`src/rtl/escrita_framebuffer.sv`:
```
// Framebuffer writer: clears the VGA framebuffer, then writes the scaler's raster
// stream into it, centred and clipped. Define MOLDURA_EN to draw a 1-pixel 8'hFF ring around the image.
module escrita_framebuffer #(
  parameter int          FB_LARG   = 320,
  parameter int          FB_ALT    = 240,
  parameter logic [7:0]  COR_FUNDO = 8'h00,
  parameter int          ADDR_W    = 19
) (
  input  logic              clk,
  input  logic              rst,
  input  logic              start,
  input  logic [11:0]       img_larg,
  input  logic [11:0]       img_alt,
  input  logic [7:0]        pixel_in,
  input  logic              in_valid,
  output logic              in_ready,
  output logic              fb_we,
  output logic [ADDR_W-1:0] fb_addr,
  output logic [7:0]        fb_data,
  output logic              busy,
  output logic              done
);

  localparam int                FB_SIZE   = FB_LARG * FB_ALT;
  localparam logic [ADDR_W-1:0] LAST_ADDR = ADDR_W'(FB_SIZE - 1);
  localparam logic [11:0]       FB_L12    = 12'(FB_LARG);
  localparam logic [11:0]       FB_A12    = 12'(FB_ALT);
  localparam logic [12:0]       FB_L13    = 13'(FB_LARG);
  localparam logic [12:0]       FB_A13    = 13'(FB_ALT);

  typedef enum logic [1:0] {S_IDLE, S_CLEAR, S_RECV, S_FIN} state_t;

  state_t            r_state;
  logic [11:0]       r_larg, r_alt, r_off_x, r_off_y, r_col, r_row;
  logic [ADDR_W-1:0] r_clr_addr;

  logic [11:0]       w_off_x_new, w_off_y_new;
  logic [12:0]       w_px, w_py;
  logic              w_clip, w_last_col, w_last_row, w_empty;
  logic [ADDR_W-1:0] w_pix_addr;
  logic [7:0]        w_clr_data;

  // Oversized images pin to the left/top edge instead of wrapping the subtraction.
  assign w_off_x_new = (img_larg > FB_L12) ? 12'd0 : ((FB_L12 - img_larg) >> 1);
  assign w_off_y_new = (img_alt  > FB_A12) ? 12'd0 : ((FB_A12 - img_alt)  >> 1);

  assign w_px       = {1'b0, r_off_x} + {1'b0, r_col};
  assign w_py       = {1'b0, r_off_y} + {1'b0, r_row};
  assign w_clip     = (w_px >= FB_L13) || (w_py >= FB_A13);
  assign w_pix_addr = ADDR_W'(w_py) * ADDR_W'(FB_LARG) + ADDR_W'(w_px);
  assign w_last_col = (r_col == r_larg - 12'd1);
  assign w_last_row = (r_row == r_alt - 12'd1);
  assign w_empty    = (r_larg == 12'd0) || (r_alt == 12'd0);

  assign in_ready   = (r_state == S_RECV);

`ifdef MOLDURA_EN
  logic [12:0] r_cx, r_cy;
  logic [13:0] w_x1, w_y1, w_xl, w_xr, w_yt, w_yb;
  logic        w_in_x, w_in_y, w_ring;

  // Coordinates are shifted by +1 so the ring column/row at -1 stays unsigned.
  assign w_x1   = 14'(r_cx) + 14'd1;
  assign w_y1   = 14'(r_cy) + 14'd1;
  assign w_xl   = 14'(r_off_x);
  assign w_yt   = 14'(r_off_y);
  assign w_xr   = 14'(r_off_x) + 14'(r_larg) + 14'd1;
  assign w_yb   = 14'(r_off_y) + 14'(r_alt) + 14'd1;
  assign w_in_x = (w_x1 >= w_xl) && (w_x1 <= w_xr);
  assign w_in_y = (w_y1 >= w_yt) && (w_y1 <= w_yb);
  assign w_ring = w_in_x && w_in_y &&
                  ((w_x1 == w_xl) || (w_x1 == w_xr) || (w_y1 == w_yt) || (w_y1 == w_yb));
  assign w_clr_data = w_ring ? 8'hFF : COR_FUNDO;

  always_ff @(posedge clk or posedge rst) begin
    if (rst) begin
      r_cx <= '0;
      r_cy <= '0;
    end else if (r_state == S_IDLE) begin
      r_cx <= '0;
      r_cy <= '0;
    end else if (r_state == S_CLEAR) begin
      if (r_cx == 13'(FB_LARG - 1)) begin
        r_cx <= '0;
        r_cy <= r_cy + 13'd1;
      end else begin
        r_cx <= r_cx + 13'd1;
      end
    end
  end
`else
  assign w_clr_data = COR_FUNDO;
`endif

  always_ff @(posedge clk or posedge rst) begin
    if (rst) begin
      r_state    <= S_IDLE;
      r_larg     <= '0;
      r_alt      <= '0;
      r_off_x    <= '0;
      r_off_y    <= '0;
      r_col      <= '0;
      r_row      <= '0;
      r_clr_addr <= '0;
      fb_we      <= 1'b0;
      fb_addr    <= '0;
      fb_data    <= '0;
      busy       <= 1'b0;
      done       <= 1'b0;
    end else begin
      // NOTE: defaults first make fb_we and done single-cycle pulses unless a state re-asserts them.
      fb_we <= 1'b0;
      done  <= 1'b0;
      case (r_state)
        S_IDLE: begin
          if (start) begin
            r_larg     <= img_larg;
            r_alt      <= img_alt;
            r_off_x    <= w_off_x_new;
            r_off_y    <= w_off_y_new;
            r_col      <= '0;
            r_row      <= '0;
            r_clr_addr <= '0;
            busy       <= 1'b1;
            r_state    <= S_CLEAR;
          end
        end
        S_CLEAR: begin
          fb_we   <= 1'b1;
          fb_addr <= r_clr_addr;
          fb_data <= w_clr_data;
          if (r_clr_addr == LAST_ADDR) begin
            r_state <= w_empty ? S_FIN : S_RECV;
          end else begin
            r_clr_addr <= r_clr_addr + ADDR_W'(1);
          end
        end
        S_RECV: begin
          if (in_valid) begin
            fb_we   <= !w_clip;
            fb_addr <= w_pix_addr;
            fb_data <= pixel_in;
            if (w_last_col) begin
              r_col <= '0;
              if (w_last_row) r_state <= S_FIN;
              else            r_row   <= r_row + 12'd1;
            end else begin
              r_col <= r_col + 12'd1;
            end
          end
        end
        S_FIN: begin
          done    <= 1'b1;
          busy    <= 1'b0;
          r_state <= S_IDLE;
        end
        default: r_state <= S_IDLE;
      endcase
    end
  end

endmodule

```
`config.mk`:
```
export PLATFORM = sky130hd
export DESIGN_NAME = escrita_framebuffer
export DESIGN_NICKNAME = d
export VERILOG_FILES = /design/src/rtl/escrita_framebuffer.sv
export SDC_FILE = /design/constraint.sdc
export NUM_CORES = 1
export LEC_CHECK = 0
export CAP_MARGIN = 0
export CORE_ASPECT_RATIO = 1.1
export CORE_MARGIN = 1
export CORE_UTILIZATION = 45
export DETAILED_ROUTE_END_ITERATION = 7
export HOLD_SLACK_MARGIN = 0.12
export SLEW_MARGIN = 20
export SYNTH_ARGS = -nofsm -noshare
export SYNTH_HDL_FRONTEND = slang
export SYNTH_SLANG_ARGS = --single-unit
export TNS_END_PERCENT = 1
```
`constraint.sdc`:
```
create_clock -name clk -period 6.5 [get_ports clk]
set_clock_uncertainty 0.2 [all_clocks]
set_input_delay 1.3 -clock clk [delete_from_list [all_inputs] [get_ports clk]]
set_output_delay 1.3 -clock clk [all_outputs]
set_load 0.005 [all_outputs]
```
==> metrics <==
Post-Syn Nets=~1000; crit path cell chain=ha_1, inv_1, fa_1, nor2b_1, o21ai_0, nor2b_1, xnor2_1, ha_1, inv_1, fa_1, inv_1, ha_1, o21ai_0, a21oi_1, nor4_1, nor4b_1, and3_1, a32o_1, nand2_1, xor2_1, o21ai_0; # IOs=67; CORE AREA=17700 um2; Crit Path Class=register to register; Register Area=between 3000 and 4000 um2; most frequent cells in the layout=121 x dfrtp_1, 79 x nand2_1, 66 x nor2_1, 66 x clkdlybuf4s50_1, 59 x xnor2_1; worst min-delay path endpoint=fb_addr[13]; startpoint types=register; TritonCTS clock tree=built; Finished Cell Area=around 9700 um2; crit end category=register; Post-synth ARST share=100%; sequential area share after synthesis=36.9%; Period minus WS final=about 4.8 ns; GRT Util Overall=between 20% and 30%; fin. max-slew vios=0; Slew @ Worst Pin=about 1.1 ns; Arr. time, crit path=about 4.9 ns; Max-Cap Viols=0; setup TNS=0 ns; clk_lat worst skew=between 0.4 and 0.5 ns; Routed WL per cell=between 15 and 20 um; # H-tree levels=4; worst min-delay path category=register to register; Mean Syn Cell Area=just over 9 um2; RSZ-0062 raised after global routing=false; top_reg_cell synth=dfrtp_1; Yosys reg bits=approximately 120; outcome=finished, final reports clean; Die ar.=approximately 19000 um2; Yosys cell types=70; post-cts sizing count=0; P per Cell Area=between 150 and 200 nW/um2; crit path max fanout=6; largest net degree at the start of global routing=69; worst flop-to-flop path startpoint=r_row[0]; global route overflow=0; Final Setup Violations=0; DRC viols=0; starting density of the core=a little under half; Mapped Cells=888; Worst path max stage delay=0.53 ns; NumNets Final=1050; EDFF count, synth=0; drt pass-1 iters=5; hold buffer count at cts=0; Final HPWL DP=~14000 um; hold_ws=between 0.2 and 0.3 ns; Post-DRT Antenna Nets=0; Total Wirelength=about 19000 um; worst vdd ir=0.182 mV; final hold violations=0; most common cell after layout, fill and taps aside=dfrtp_1; Area Growth Syn to Fin=18.8%; Tcrit/Tclk final=~74%; Max Clock Freq=approximately 210 MHz; Leakage Power=roughly 4.4 nW; root buffer cell=clkbuf_16; Placer Congestion=0.814; diode count=0; critical path's slowest cell=fa_1; reg2reg end=fb_addr[18]; post-synthesis instance area=around 8200 um2; DIE WIDTH=~130 um; launch point of the worst hold path=fb_addr[13]; row cnt=51; vias in the first global route=6316; WHS Path Cells=2; initial antenna violation count=0; share of cells above drive strength 1=between 7 and 8%; DP Area=~9100 um2; port bufs=66; r2r setup slk=1.72 ns; initial drt markers=between 300 and 400; post-CTS setup buffer count=0; Yosys Warn Count=0; Critical path buffers and inverters=3; CP Data Required Time=approximately 6.7 ns; CTS max path bufs=2; clock sink count=121; DIE HEIGHT=between 100 and 150 um; CP top delay family=adder cells; Tot Pwr=about 0.0018 W; Multi-input gate area=~5000 um2; Layout fillers=between 1500 and 2000; Vias/cell=between 5 and 6; first-pass GRT wire length=31700 um; Max transition margin=between 20 and 30%; Vias=between 6000 and 7000; reg2reg path depth=21; Num CTS Buffers=17; Clock transition at path regs=around 0.060 ns
[cell families after synthesis]
| group | share of synthesized area [%] |
|---|---|
| and+or+nand+nor | 19.8 |
| AOI/OAI and AO/OA | 15.5 |
| adders and majority gates | 9.37 |
| DFF | 36.9 |
| muxes | 3.82 |
| xor gates and xnor gates | 11.2 |
| buffers and inverters | 3.39 |
[power by group]
part	total, W	switching, W	internal, W	leakage [nW]
combinational	0.0000563	0.0000305	0.0000258	2.47
sequential	0.000754	0	0.000754	1.63
clock	0.000995	0.000343	0.000652	0.303
[how the worst max path moves through the flow]
stage | startpoint | endpoint | slack, ns | depth (start not counted)
CTS | r_row[0] | fb_addr[18] | 1.67 | 21
global placement | r_row[0] | fb_addr[18] | 1.76 | 21
floorplan | rst | busy | 1.79 | 1
finish | r_row[0] | fb_addr[18] | 1.72 | 21
detailed placement | r_row[0] | fb_addr[18] | 1.68 | 21
global route | r_row[0] | fb_addr[18] | 1.36 | 21
[cell usage after synthesis (all sizes together) (14+ instances only)]
master / number / area share (%)
a21oi: 37 / 2.3
a22o: 16 / 1.7
clkbuf: 22 / 1.0
dfrtp: 121 / 37
ha: 55 / 8.4
inv: 47 / 2.2
mux2: 18 / 2.5
nand2: 80 / 3.7
nand2b: 15 / 1.1
nand3: 23 / 1.4
nor2: 68 / 3.1
nor2b: 14 / 1.1
nor3: 22 / 1.4
o21ai: 60 / 3.7
xnor2: 59 / 6.3
xor2: 46 / 4.9
[metrics by stage]
step | setup slack [ns] | cells | util, %
CTS | 1.67 | 1206 | 54.9
global route | 1.36 | 1206 | 54.9
finish | 1.72 | 1206 | 54.9
floorplan | 1.79 | 888 | -
global placement | 1.76 | 1174 | 51.4
detailed placement | 1.68 | 1174 | 51.4
[layout make-up]
cell class / instances / area share, %
clock inverter: 7 / 1.16
inverter: 47 / 1.84
multi-input combinational: 694 / 50.3
sequential: 121 / 31.1
clock buffer: 25 / 5.19
timing repair buffer: 74 / 7.40
tap: 238 / 3.06
[metal layers]
metal	routed length (um)	GRT usage, %
met1	9230	29.3
met2	8940	35.6
met3	553	3.87
met4	289	7.38
met5	0	0
[registers in the layout, summed over array words and instances (netlist names)]
name        flops
fb_addr        19
r_clr_addr     19
r_alt          12
r_col          12
r_larg         12
r_row          12
r_off_x        11
r_off_y        11
fb_data         8
r_state         2
busy            1
done            1
fb_we           1
[worst register-to-register path: stages, from the launching register on]
cell and delay, ns:
dfrtp_1 0.44, ha_1 0.20, inv_1 0.05, fa_1 0.39, nor2b_1 0.12, o21ai_0 0.10
nor2b_1 0.16, xnor2_1 0.16, ha_1 0.33, inv_1 0.07, fa_1 0.53, inv_1 0.04
ha_1 0.30, o21ai_0 0.08, a21oi_1 0.20, nor4_1 0.08, nor4b_1 0.44, and3_1 0.29
a32o_1 0.18, nand2_1 0.06, xor2_1 0.15, o21ai_0 0.14
Power figures use the tool's default switching activity.
